===== src/rtl/openram_wb_test_ctrl.sv =====
// openram_wb_test_ctrl
// Test controller sitting between the Caravel Wishbone bus, the GPIO pins and
// one OpenRAM single-port SRAM macro.
//   - Wishbone mode (mode_wb_i=1): a register block (CTRL/EXPECT/STATUS) plus
//     a memory window at offsets 0x400-0xFFF that maps onto the SRAM.
//   - GPIO mode (mode_wb_i=0): a serial scan word is shifted in, a rising
//     edge on gpio_sram_load_i fires one SRAM operation from it, and the read
//     data is folded back into the scan word for shifting out.
// Optional feature macro: OPENRAM_CMP_EN
//   defined   -> EXPECT register, CTRL.cmp_en and the sticky done_o mismatch flag
//   undefined -> no compare logic; done_o/STATUS[0] tie to 0, EXPECT and
//                CTRL[1] read as 0.
// Scan word layout, MSB first: {csb, web, wmask[3:0], addr[ADDR_W-1:0], din[31:0]};
// its width is exactly the sum of those fields.

module openram_wb_test_ctrl #(
  parameter logic [31:0] BASE_ADR = 32'h3000_0000,
  parameter int          ADDR_W   = 8,
  parameter int          DATA_W   = 32
) (
  input  logic              wb_clk_i,
  input  logic              wb_rst_i,
  input  logic              wbs_cyc_i,
  input  logic              wbs_stb_i,
  input  logic              wbs_we_i,
  input  logic [3:0]        wbs_sel_i,
  input  logic [31:0]       wbs_adr_i,
  input  logic [DATA_W-1:0] wbs_dat_i,
  output logic              wbs_ack_o,
  output logic [DATA_W-1:0] wbs_dat_o,
  input  logic              mode_wb_i,
  input  logic              gpio_scan_i,
  input  logic              gpio_in_i,
  input  logic              gpio_sram_load_i,
  input  logic              global_csb_i,
  output logic              gpio_out_o,
  output logic              start_o,
  output logic              done_o,
  output logic              sram_csb_o,
  output logic              sram_web_o,
  output logic [3:0]        sram_wmask_o,
  output logic [ADDR_W-1:0] sram_addr_o,
  output logic [DATA_W-1:0] sram_din_o,
  input  logic [DATA_W-1:0] sram_dout_i
);

  // Scan word geometry
  localparam int SW            = 6 + ADDR_W + DATA_W;
  localparam int SCAN_ADDR_LSB = DATA_W;
  localparam int SCAN_MASK_LSB = DATA_W + ADDR_W;
  localparam int SCAN_WEB      = SW - 2;
  localparam int SCAN_CSB      = SW - 1;

  // Register word indices (byte offset >> 2)
  localparam logic [9:0] IDX_CTRL   = 10'd0;
  localparam logic [9:0] IDX_EXPECT = 10'd1;
  localparam logic [9:0] IDX_STATUS = 10'd2;

  typedef enum logic [1:0] {
    ST_IDLE = 2'd0,
    ST_SRAM = 2'd1,
    ST_CAPT = 2'd2
  } state_e;

  // Byte-lane merge for selectively written registers.
  function automatic logic [DATA_W-1:0] merge_bytes(input logic [DATA_W-1:0] old_w,
                                                    input logic [DATA_W-1:0] new_w,
                                                    input logic [3:0]        sel);
    logic [DATA_W-1:0] res;
    res = old_w;
    for (int b = 0; b < 4; b++) begin
      if (sel[b]) res[b*8 +: 8] = new_w[b*8 +: 8];
    end
    return res;
  endfunction

  // Window FSM and bus-side state
  state_e            state_q, state_d;
  logic              ack_q, ack_d;
  logic [DATA_W-1:0] rdata_q, rdata_d;
  logic              win_drv_q, win_drv_d;   // window access actually drives the SRAM
  logic              win_rd_q, win_rd_d;     // window access is a read
  logic              start_q, start_d;

  // SRAM port registers
  logic              csb_q, csb_d;
  logic              web_q, web_d;
  logic [3:0]        wmask_q, wmask_d;
  logic [ADDR_W-1:0] addr_q, addr_d;
  logic [DATA_W-1:0] din_q, din_d;

  // Scan path
  logic [SW-1:0]     scan_q, scan_d;
  logic              load_q;       // previous gpio_sram_load_i for edge detect
  logic              gsram_q;      // GPIO-launched SRAM cycle is on the pins
  logic              gcapt_q;      // sram_dout_i holds the GPIO result this cycle
  logic              load_rise;

  // Decode
  logic              bus_hit;
  logic              accept;
  logic              is_win;
  logic              win_acc;
  logic              reg_acc;
  logic              reg_wr;
  logic [9:0]        reg_idx;
  logic              unused_adr_lsb;

  assign reg_idx        = wbs_adr_i[11:2];
  assign bus_hit        = wbs_cyc_i & wbs_stb_i & (wbs_adr_i[31:12] == BASE_ADR[31:12]);
  assign accept         = bus_hit & (state_q == ST_IDLE) & ~ack_q;
  assign is_win         = |wbs_adr_i[11:10];
  assign win_acc        = accept & is_win;
  assign reg_acc        = accept & ~is_win;
  assign reg_wr         = reg_acc & wbs_we_i;
  assign load_rise      = gpio_sram_load_i & ~load_q & ~mode_wb_i;
  assign unused_adr_lsb = ^wbs_adr_i[1:0];

`ifdef OPENRAM_CMP_EN
  logic [DATA_W-1:0] expect_q, expect_d;
  logic              cmp_en_q, cmp_en_d;
  logic              done_q, done_d;

  // Compare configuration and sticky mismatch flag
  always_comb begin
    expect_d = expect_q;
    cmp_en_d = cmp_en_q;
    done_d   = done_q;
    if (reg_wr && reg_idx == IDX_CTRL && wbs_sel_i[0]) cmp_en_d = wbs_dat_i[1];
    if (reg_wr && reg_idx == IDX_EXPECT) expect_d = merge_bytes(expect_q, wbs_dat_i, wbs_sel_i);
    if (reg_wr && reg_idx == IDX_STATUS) done_d = 1'b0;
    // Mismatch is judged in the capture cycle, while the SRAM data is on sram_dout_i.
    if (state_q == ST_CAPT && win_drv_q && win_rd_q && cmp_en_q && (sram_dout_i != expect_q))
      done_d = 1'b1;
  end

  // Compare registers
  always_ff @(posedge wb_clk_i) begin
    if (wb_rst_i) begin
      expect_q <= '0;
      cmp_en_q <= 1'b0;
      done_q   <= 1'b0;
    end else begin
      expect_q <= expect_d;
      cmp_en_q <= cmp_en_d;
      done_q   <= done_d;
    end
  end
`else
  logic [DATA_W-1:0] expect_q;
  logic              cmp_en_q;
  logic              done_q;

  assign expect_q = '0;
  assign cmp_en_q = 1'b0;
  assign done_q   = 1'b0;
`endif

  // Window FSM state register
  always_ff @(posedge wb_clk_i) begin
    if (wb_rst_i) state_q <= ST_IDLE;
    else          state_q <= state_d;
  end

  // Window FSM next state: one SRAM cycle, one capture cycle, then idle
  always_comb begin
    state_d = state_q;
    case (state_q)
      ST_IDLE: if (win_acc) state_d = ST_SRAM;
      ST_SRAM: state_d = ST_CAPT;
      ST_CAPT: state_d = ST_IDLE;
      default: state_d = ST_IDLE;
    endcase
  end

  // FSM outputs: ack, register read data, CTRL and SRAM port next values
  always_comb begin
    ack_d     = reg_acc | (state_q == ST_SRAM);
    rdata_d   = '0;
    start_d   = start_q;
    win_drv_d = win_drv_q;
    win_rd_d  = win_rd_q;
    csb_d     = 1'b1;
    web_d     = 1'b1;
    wmask_d   = 4'h0;
    addr_d    = addr_q;
    din_d     = din_q;

    if (reg_acc && !wbs_we_i) begin
      case (reg_idx)
        IDX_CTRL:   rdata_d = {{(DATA_W-2){1'b0}}, cmp_en_q, start_q};
        IDX_EXPECT: rdata_d = expect_q;
        IDX_STATUS: rdata_d = {{(DATA_W-2){1'b0}}, mode_wb_i, done_q};
        default:    rdata_d = '0;
      endcase
    end

    if (reg_wr && reg_idx == IDX_CTRL && wbs_sel_i[0]) start_d = wbs_dat_i[0];

    if (win_acc) begin
      win_drv_d = mode_wb_i;
      win_rd_d  = ~wbs_we_i;
    end

    // Wishbone owns the SRAM only in Wishbone mode; GPIO launches only in GPIO mode.
    if (win_acc && mode_wb_i) begin
      csb_d   = 1'b0;
      web_d   = ~wbs_we_i;
      wmask_d = wbs_sel_i;
      addr_d  = wbs_adr_i[ADDR_W+1:2];
      din_d   = wbs_dat_i;
    end else if (load_rise) begin
      csb_d   = scan_q[SCAN_CSB] | global_csb_i;
      web_d   = scan_q[SCAN_WEB];
      wmask_d = scan_q[SCAN_MASK_LSB +: 4];
      addr_d  = scan_q[SCAN_ADDR_LSB +: ADDR_W];
      din_d   = scan_q[DATA_W-1:0];
    end
  end

  // Scan register next value: load blocks shifting, readback beats shifting
  always_comb begin
    scan_d = scan_q;
    if (gcapt_q) begin
      scan_d[DATA_W-1:0] = sram_dout_i;
    end else if (gpio_scan_i && !gpio_sram_load_i) begin
      scan_d = {scan_q[SW-2:0], gpio_in_i};
    end
  end

  // Bus-side and SRAM port registers
  always_ff @(posedge wb_clk_i) begin
    if (wb_rst_i) begin
      ack_q     <= 1'b0;
      rdata_q   <= '0;
      start_q   <= 1'b0;
      win_drv_q <= 1'b0;
      win_rd_q  <= 1'b0;
      csb_q     <= 1'b1;
      web_q     <= 1'b1;
      wmask_q   <= 4'h0;
      addr_q    <= '0;
      din_q     <= '0;
    end else begin
      ack_q     <= ack_d;
      rdata_q   <= rdata_d;
      start_q   <= start_d;
      win_drv_q <= win_drv_d;
      win_rd_q  <= win_rd_d;
      csb_q     <= csb_d;
      web_q     <= web_d;
      wmask_q   <= wmask_d;
      addr_q    <= addr_d;
      din_q     <= din_d;
    end
  end

  // Scan shift register, load edge detect and GPIO readback pipeline
  always_ff @(posedge wb_clk_i) begin
    if (wb_rst_i) begin
      scan_q  <= '0;
      load_q  <= 1'b0;
      gsram_q <= 1'b0;
      gcapt_q <= 1'b0;
    end else begin
      scan_q  <= scan_d;
      load_q  <= gpio_sram_load_i;
      gsram_q <= load_rise;
      gcapt_q <= gsram_q;
    end
  end

  // Window reads return the live SRAM data during the capture cycle; GPIO-mode
  // window reads fall through to rdata_q, which is zero outside register reads.
  assign wbs_dat_o    = (state_q == ST_CAPT && win_drv_q && win_rd_q) ? sram_dout_i : rdata_q;
  assign wbs_ack_o    = ack_q;
  assign start_o      = start_q;
  assign done_o       = done_q;
  assign gpio_out_o   = scan_q[SW-1];
  assign sram_csb_o   = csb_q;
  assign sram_web_o   = web_q;
  assign sram_wmask_o = wmask_q;
  assign sram_addr_o  = addr_q;
  assign sram_din_o   = din_q;

endmodule


===== config.mk =====
export PLATFORM = sky130hd
export DESIGN_NAME = openram_wb_test_ctrl
export DESIGN_NICKNAME = d
export VERILOG_FILES = /design/src/rtl/openram_wb_test_ctrl.sv
export SDC_FILE = /design/constraint.sdc
export NUM_CORES = 1
export LEC_CHECK = 0
export ABC_AREA = 1
export CORE_MARGIN = 2
export CORE_UTILIZATION = 44
export DETAILED_ROUTE_END_ITERATION = 10
export PLACE_DENSITY_LB_ADDON = 0.3
export SETUP_SLACK_MARGIN = 0.4
export SYNTH_ARGS = -nofsm -noshare
export SYNTH_HDL_FRONTEND = slang
export SYNTH_SLANG_ARGS = --single-unit

===== constraint.sdc =====
create_clock -name wb_clk_i -period 1.7 [get_ports wb_clk_i]
set_input_delay 0.34 -clock wb_clk_i [delete_from_list [all_inputs] [get_ports wb_clk_i]]
set_output_delay 0.34 -clock wb_clk_i [all_outputs]
set_load 0.01 [all_outputs]

**After elaboration in Yosys (flattened, before gate mapping)**

Index checks and enable logic that the tools add are counted.

- Reductions and logical operators: 16
- Shift-type cells: 0
- Magnitude comparators: 0
- Divide/modulo/power cells: 0
- Mux-type cells: 16
- Multiply operators: 0
- Add/sub/neg operators: 0
- Equality and inequality tests: 5
- Bitwise gates (word level): 18

Operators by type and width:

| operator | count |
|---|---|
| $mux 32 | 5 |
| $eq 20x18->1 const B | 1 |
| $mux 8 | 2 |
| $eq 10x2->1 const B | 1 |
| $logic_not 10->1 | 1 |
| $and 1x1->1 | 9 |
| $mux 4 | 2 |
| $pmux 2 s2 | 2 |
| $logic_and 1x1->1 | 7 |
| $not 1->1 | 7 |
| $mux 1 | 4 |
| $reduce_bool 2->1 | 2 |
| $reduce_or 2->1 | 2 |
| $eq 2x1->1 const B | 1 |
| $eq 2x2->1 const B | 1 |
| $logic_not 1->1 | 2 |
| $logic_not 2->1 | 1 |
| $mux 2 | 1 |
| $ne 2x2->1 const B | 1 |
| $or 1x1->1 | 2 |
| $reduce_and 2->1 | 1 |

- Memories: 0
- Latch bits: 0
- Logic and storage cells: 71
- Register bits: 133
- Bits in read-only memories: 0
- Output and inout bits: 82
- Memory bits (writable): 0

**Longest topological paths before layout**

- Word-level depth: 8
- Mapped depth: 11

**Worst setup path before layout**

Ideal clock, no wire load.

- Path kind: input-to-reg
- Start: input wbs_adr_i[30]
- End: register web_q (netlist: sram_web_o)
- Cell stages on the path: 10
- Arrival: 1245 ps
- Setup slack: 344 ps
- Buffers on the path: 0
- Library setup time: 111 ps
- Path through: inv_1 > nand2_1 > nor2_2 > nand3_2 > nor2_8 > nand2_4 > nor2_4 > nand3_1 > o21ai_2 > inv_2

- Word-level cells in the longest chain between the ends: 7

RTL lines:

| element | RTL line | RTL |
|---|---|---|
| start: declaration | 27 | `input logic [31:0] wbs_adr_i,` |
| $eq 20x18->1 | 110 | `assign bus_hit = wbs_cyc_i & wbs_stb_i & (wbs_adr_i[31:12] == BASE_ADR[31:12]);` |
| $and 1x1->1 | 110 |  |
| $and 1x1->1 (2 in series) | 111 | `assign accept = bus_hit & (state_q == ST_IDLE) & ~ack_q;` |
| $and 1x1->1 | 113 | `assign win_acc = accept & is_win;` |
| $logic_and 1x1->1 | 206 | `if (win_acc && mode_wb_i) begin` |
| $mux 1 | 206 |  |
| end signal: assignment | 251 | `web_q <= web_d;` |
| end: declaration | 87 | `logic web_q, web_d;` |

No other way between the ends.
A chain may end at the register's enable or synchronous reset.

**Worst setup path after layout**

- Start: register state_q[0]
- End: register din_q[17] (netlist: sram_din_o[17])

- Word-level cells in the longest chain between the ends: 6
- Elaborated cells between the ends (all ways): 7

RTL lines:

| element | RTL line | RTL |
|---|---|---|
| start: declaration | 78 | `state_e state_q, state_d;` |
| start signal: assignment | 162 | `else state_q <= state_d;` |
| $logic_not 2->1 * | 111 |  |
| $and 1x1->1 * (2 in series) | 111 |  |
| $and 1x1->1 * | 113 |  |
| $logic_and 1x1->1 * | 206 |  |
| $mux 32 or $reduce_bool 2->1 (tied branches) | n/a |  |
| end signal: assignment | 254 | `din_q <= din_d;` |
| end: declaration | 90 | `logic [DATA_W-1:0] din_q, din_d;` |

Every way passes the cells marked *; elsewhere a longest branch is shown, timed or not.

==> impl_metrics.toml <==
[logic_synthesis]
synthesis.instances = 791
ys.warnings.count = 0
netlist_area_pre_place_um2 = 5040
synth_top_area_share_pct = 40.9
seq_area_frac_synth_pct = 40.9
yosys_register_bits = 103
yosys.cell_types.count = 30
synth_area_leader_cell = "sky130_fd_sc_hd__dfxtp_1"
syn-num-nets = 901
synthesis.area_per_instance_um2 = 6.37
synth.top_cells.by_area = "sky130_fd_sc_hd__dfxtp_1 (41%), sky130_fd_sc_hd__nand2_1 (16%), sky130_fd_sc_hd__nor2_1 (15%)"

[power]
clock_power_share_pct = 39.3
report.power.total_w = 0.00555
peakVddDrop_mv = 0.481
power_switching_w = 0.00145
power.sequential.fraction_pct = 45.0
power.static_leakage_nw = 3.79
power_frac_comb_pct = 15.7
power.switching_fraction_pct = 26.2
internal_power_w = 0.00409
power_density_nw_per_um2 = 638

[routing]
drc = 0
drt_pass1_iterations = 5
route.antenna.remaining_nets = 0
postRouteWirelength_um = 18600
dr.first_iter.drc_count = 406
wl_per_cell_um = 15.8
drt-vias-per-instance = 5.10
vias = 6030

[setup_path]
critPathTopFamily = "simple AND/OR/NAND/NOR gates"
cp_common_cell = "sky130_fd_sc_hd__nor2_2"
worst-endpoint-arrival_ps = 2030
worst-path-max-fanout = 5
critical_path_class = "reg2reg"
worst_ep_required_time_ps = 1900
crit_path_cell_trace = "inv_2 -> buf_6 -> nand2_4 -> nor2_4 -> nand2_2 -> nor2_2 -> nand4_1 -> nand2_4 -> buf_6 -> buf_16 -> nor2_4 -> nor2_2 -> nor2_2"
cp.buffers_inverters = 4
end_kind = "register"
cpPeakStageDelay_ps = 330
cp_slowest_cell = "sky130_fd_sc_hd__dfxtp_2"
cp-start-kind = "register"
r2r_slack_ps = -130

[timing]
rsz0062_at_grt = "true"
tightestPinTransition_ps = 838
final_critical_path_setup_slack_ps = -129
fin_tns_setup_ps = -3090
period_share_pct = 108
hold-worst-slack_ps = 315
final.min_clock_period_ps = 1830
final_max_slew_viol_count = 0
clock.fmax_mhz = 547
finalClockSkew_ps = 9.65
slew_headroom_pct = 44.1
timing_hold_violations_final = 0
setup_viol = 51

[hold_path]
min_path_type = "in2reg"

[layout]
post_route_cells_drive_above_1_share_pct = 27.2
finalNetCount = 1144
areaGrowthSynthToFinish_pct = 72.6
postLayoutCoreUtil_pct = 77.2
n_antenna_cell = 0

[cts]
cts.hold.buffers_added = 0
cts_root_buffer = "sky130_fd_sc_hd__clkbuf_16"
clock_sink_count = 103
cts-htree-levels = 3
clock_latency_ps = 340
max-clock-path-buffers = 2
cts.reportedPaths.clkPinSlew_ps = 80
tritoncts = "built"
cts_buffers = 9

[die]
initial_core_util_pct = 44.7
core_area_um2 = 11300
dieArea_um2 = 12300
die_h_um = 111
std_cell_rows = 39
num_io_pins = 192
die_width_um = 111

[placement]
buffer_ports.inserted = 188
post-dp-hpwl_um = 11100
gpl.final_weighted_congestion = 0.818
pre_cts_ws_ps = -439

[global_route]
grt_max_degree = 59
first_pass_grt_wire_length_um = 27600
first_global_vias = 5638
globalRouteOverflowTotal = 0
grt_antenna_before_repair = 0
groute.usage.overall_pct = 27.3

[run]
timing.max_cap.violations = 0

[status]
violated_checks = "setup timing"
outcome = "finished, violations left"
[worst min-delay path: cells and delay by family]
kind	cells	cell delay, ps
buf+inv	2	160
simple gates	1	110
[per-stage QoR]
stage / instance area, um^2 / cells
after CTS: 7960 / 1169
after floorplan: 5070 / 791
after detailed placement: 7410 / 1138
final: 8700 / 1182
after global placement: 7410 / 1138
after global routing: 8700 / 1182
[cell usage after synthesis, drive strengths merged]
library cell / count
conb: 1
or3: 1
inv: 103
a21oi: 9
dfxtp: 103
nand4: 43
and2: 1
nor3: 5
o21ai: 21
nor2: 203
nand3: 9
clkbuf: 20
a31oi: 32
buf: 29
nand2: 211
[kinds of logic (layout without fill, tap and decap cells)]
family                 Yosys count  after routing  synth area share [%]
AOI/OAI and AO/OA               62             62                  7.03
other                            1              1                0.0744
and+or+nand+nor                473            473                  39.3
DFF                            103            103                  40.9
buffers and inverters          152            400                  12.7
[sequential cells by signal, summed over array words and instances (netlist names)]
name and cells:
sram_din_o 32, gsram_q 1, win_drv_q 1, sram_web_o 1, win_rd_q 1, sram_wmask_o 4, sram_addr_o 8, start_o 1
load_q 1, state_q 2, rdata_q 2, scan_q 46, gcapt_q 1, sram_csb_o 1, wbs_ack_o 1
[power groups by stage]
stage	sequential (W)	clock [W]	combinational [W]
after global placement	0.00255	0	0.000707
after detailed placement	0.00255	0	0.000714
after floorplan	0.00255	0	0.000259
after CTS	0.00250	0.00218	0.000763
final	0.00250	0.00218	0.000870
after global routing	0.00250	0.00229	0.000931
[per-layer routing]
| metal | up-vias | share of wire [%] | track usage [%] |
|---|---|---|---|
| met4 | 0 | 2.6 | 7.65 |
| met3 | 46 | 7.4 | 4.54 |
| met1 | 2762 | 40 | 35.0 |
| met5 | - | 0 | 0 |
| met2 | 292 | 50 | 47.7 |
| li1 | 2930 | - | - |
[layout by cell type (no fill, tap or decap), drive strengths merged]
| cell type | synthesis | layout |
|---|---|---|
| a21oi | 9 | 9 |
| a31oi | 32 | 32 |
| and2 | 1 | 1 |
| buf | 29 | 119 |
| bufbuf | 0 | 2 |
| bufinv | 0 | 1 |
| clkbuf | 20 | 27 |
| clkdlybuf4s15 | 0 | 28 |
| clkdlybuf4s50 | 0 | 81 |
| clkinv | 0 | 1 |
| clkinvlp | 0 | 1 |
| conb | 1 | 1 |
| dfxtp | 103 | 103 |
| dlygate4sd2 | 0 | 33 |
| inv | 103 | 107 |
| nand2 | 211 | 211 |
| nand3 | 9 | 9 |
| nand4 | 43 | 43 |
| nor2 | 203 | 203 |
| nor3 | 5 | 5 |
| o21ai | 21 | 21 |
| or3 | 1 | 1 |
[path summary, 6_finish.rpt]
path	endpoint	startpoint	cells after the start
max	sram_din_o[17]	state_q[0]	13
min	load_q	gpio_sram_load_i	3
max reg2reg	sram_din_o[17]	state_q[0]	13
min reg2reg	gcapt_q	gsram_q	2
[layout make-up]
cell class                 count  area (um^2)
inverter                     103          399
timing repair buffer         281         2890
sequential                   103         2070
tap                          143          179
multi-input combinational    536         2850
clock buffer                   9          225
fill                         833         2570
clock inverter                 7         86.3
[what timing repair did]
item / CTS / global route
setup endpoints to repair: 177 / 146
pin swaps: 18 / 35
setup buffers: 7 / 6
resized for setup: 275 / 181
cloned: 8 / 7
No activity file was read; power rests on OpenSTA's default activity.
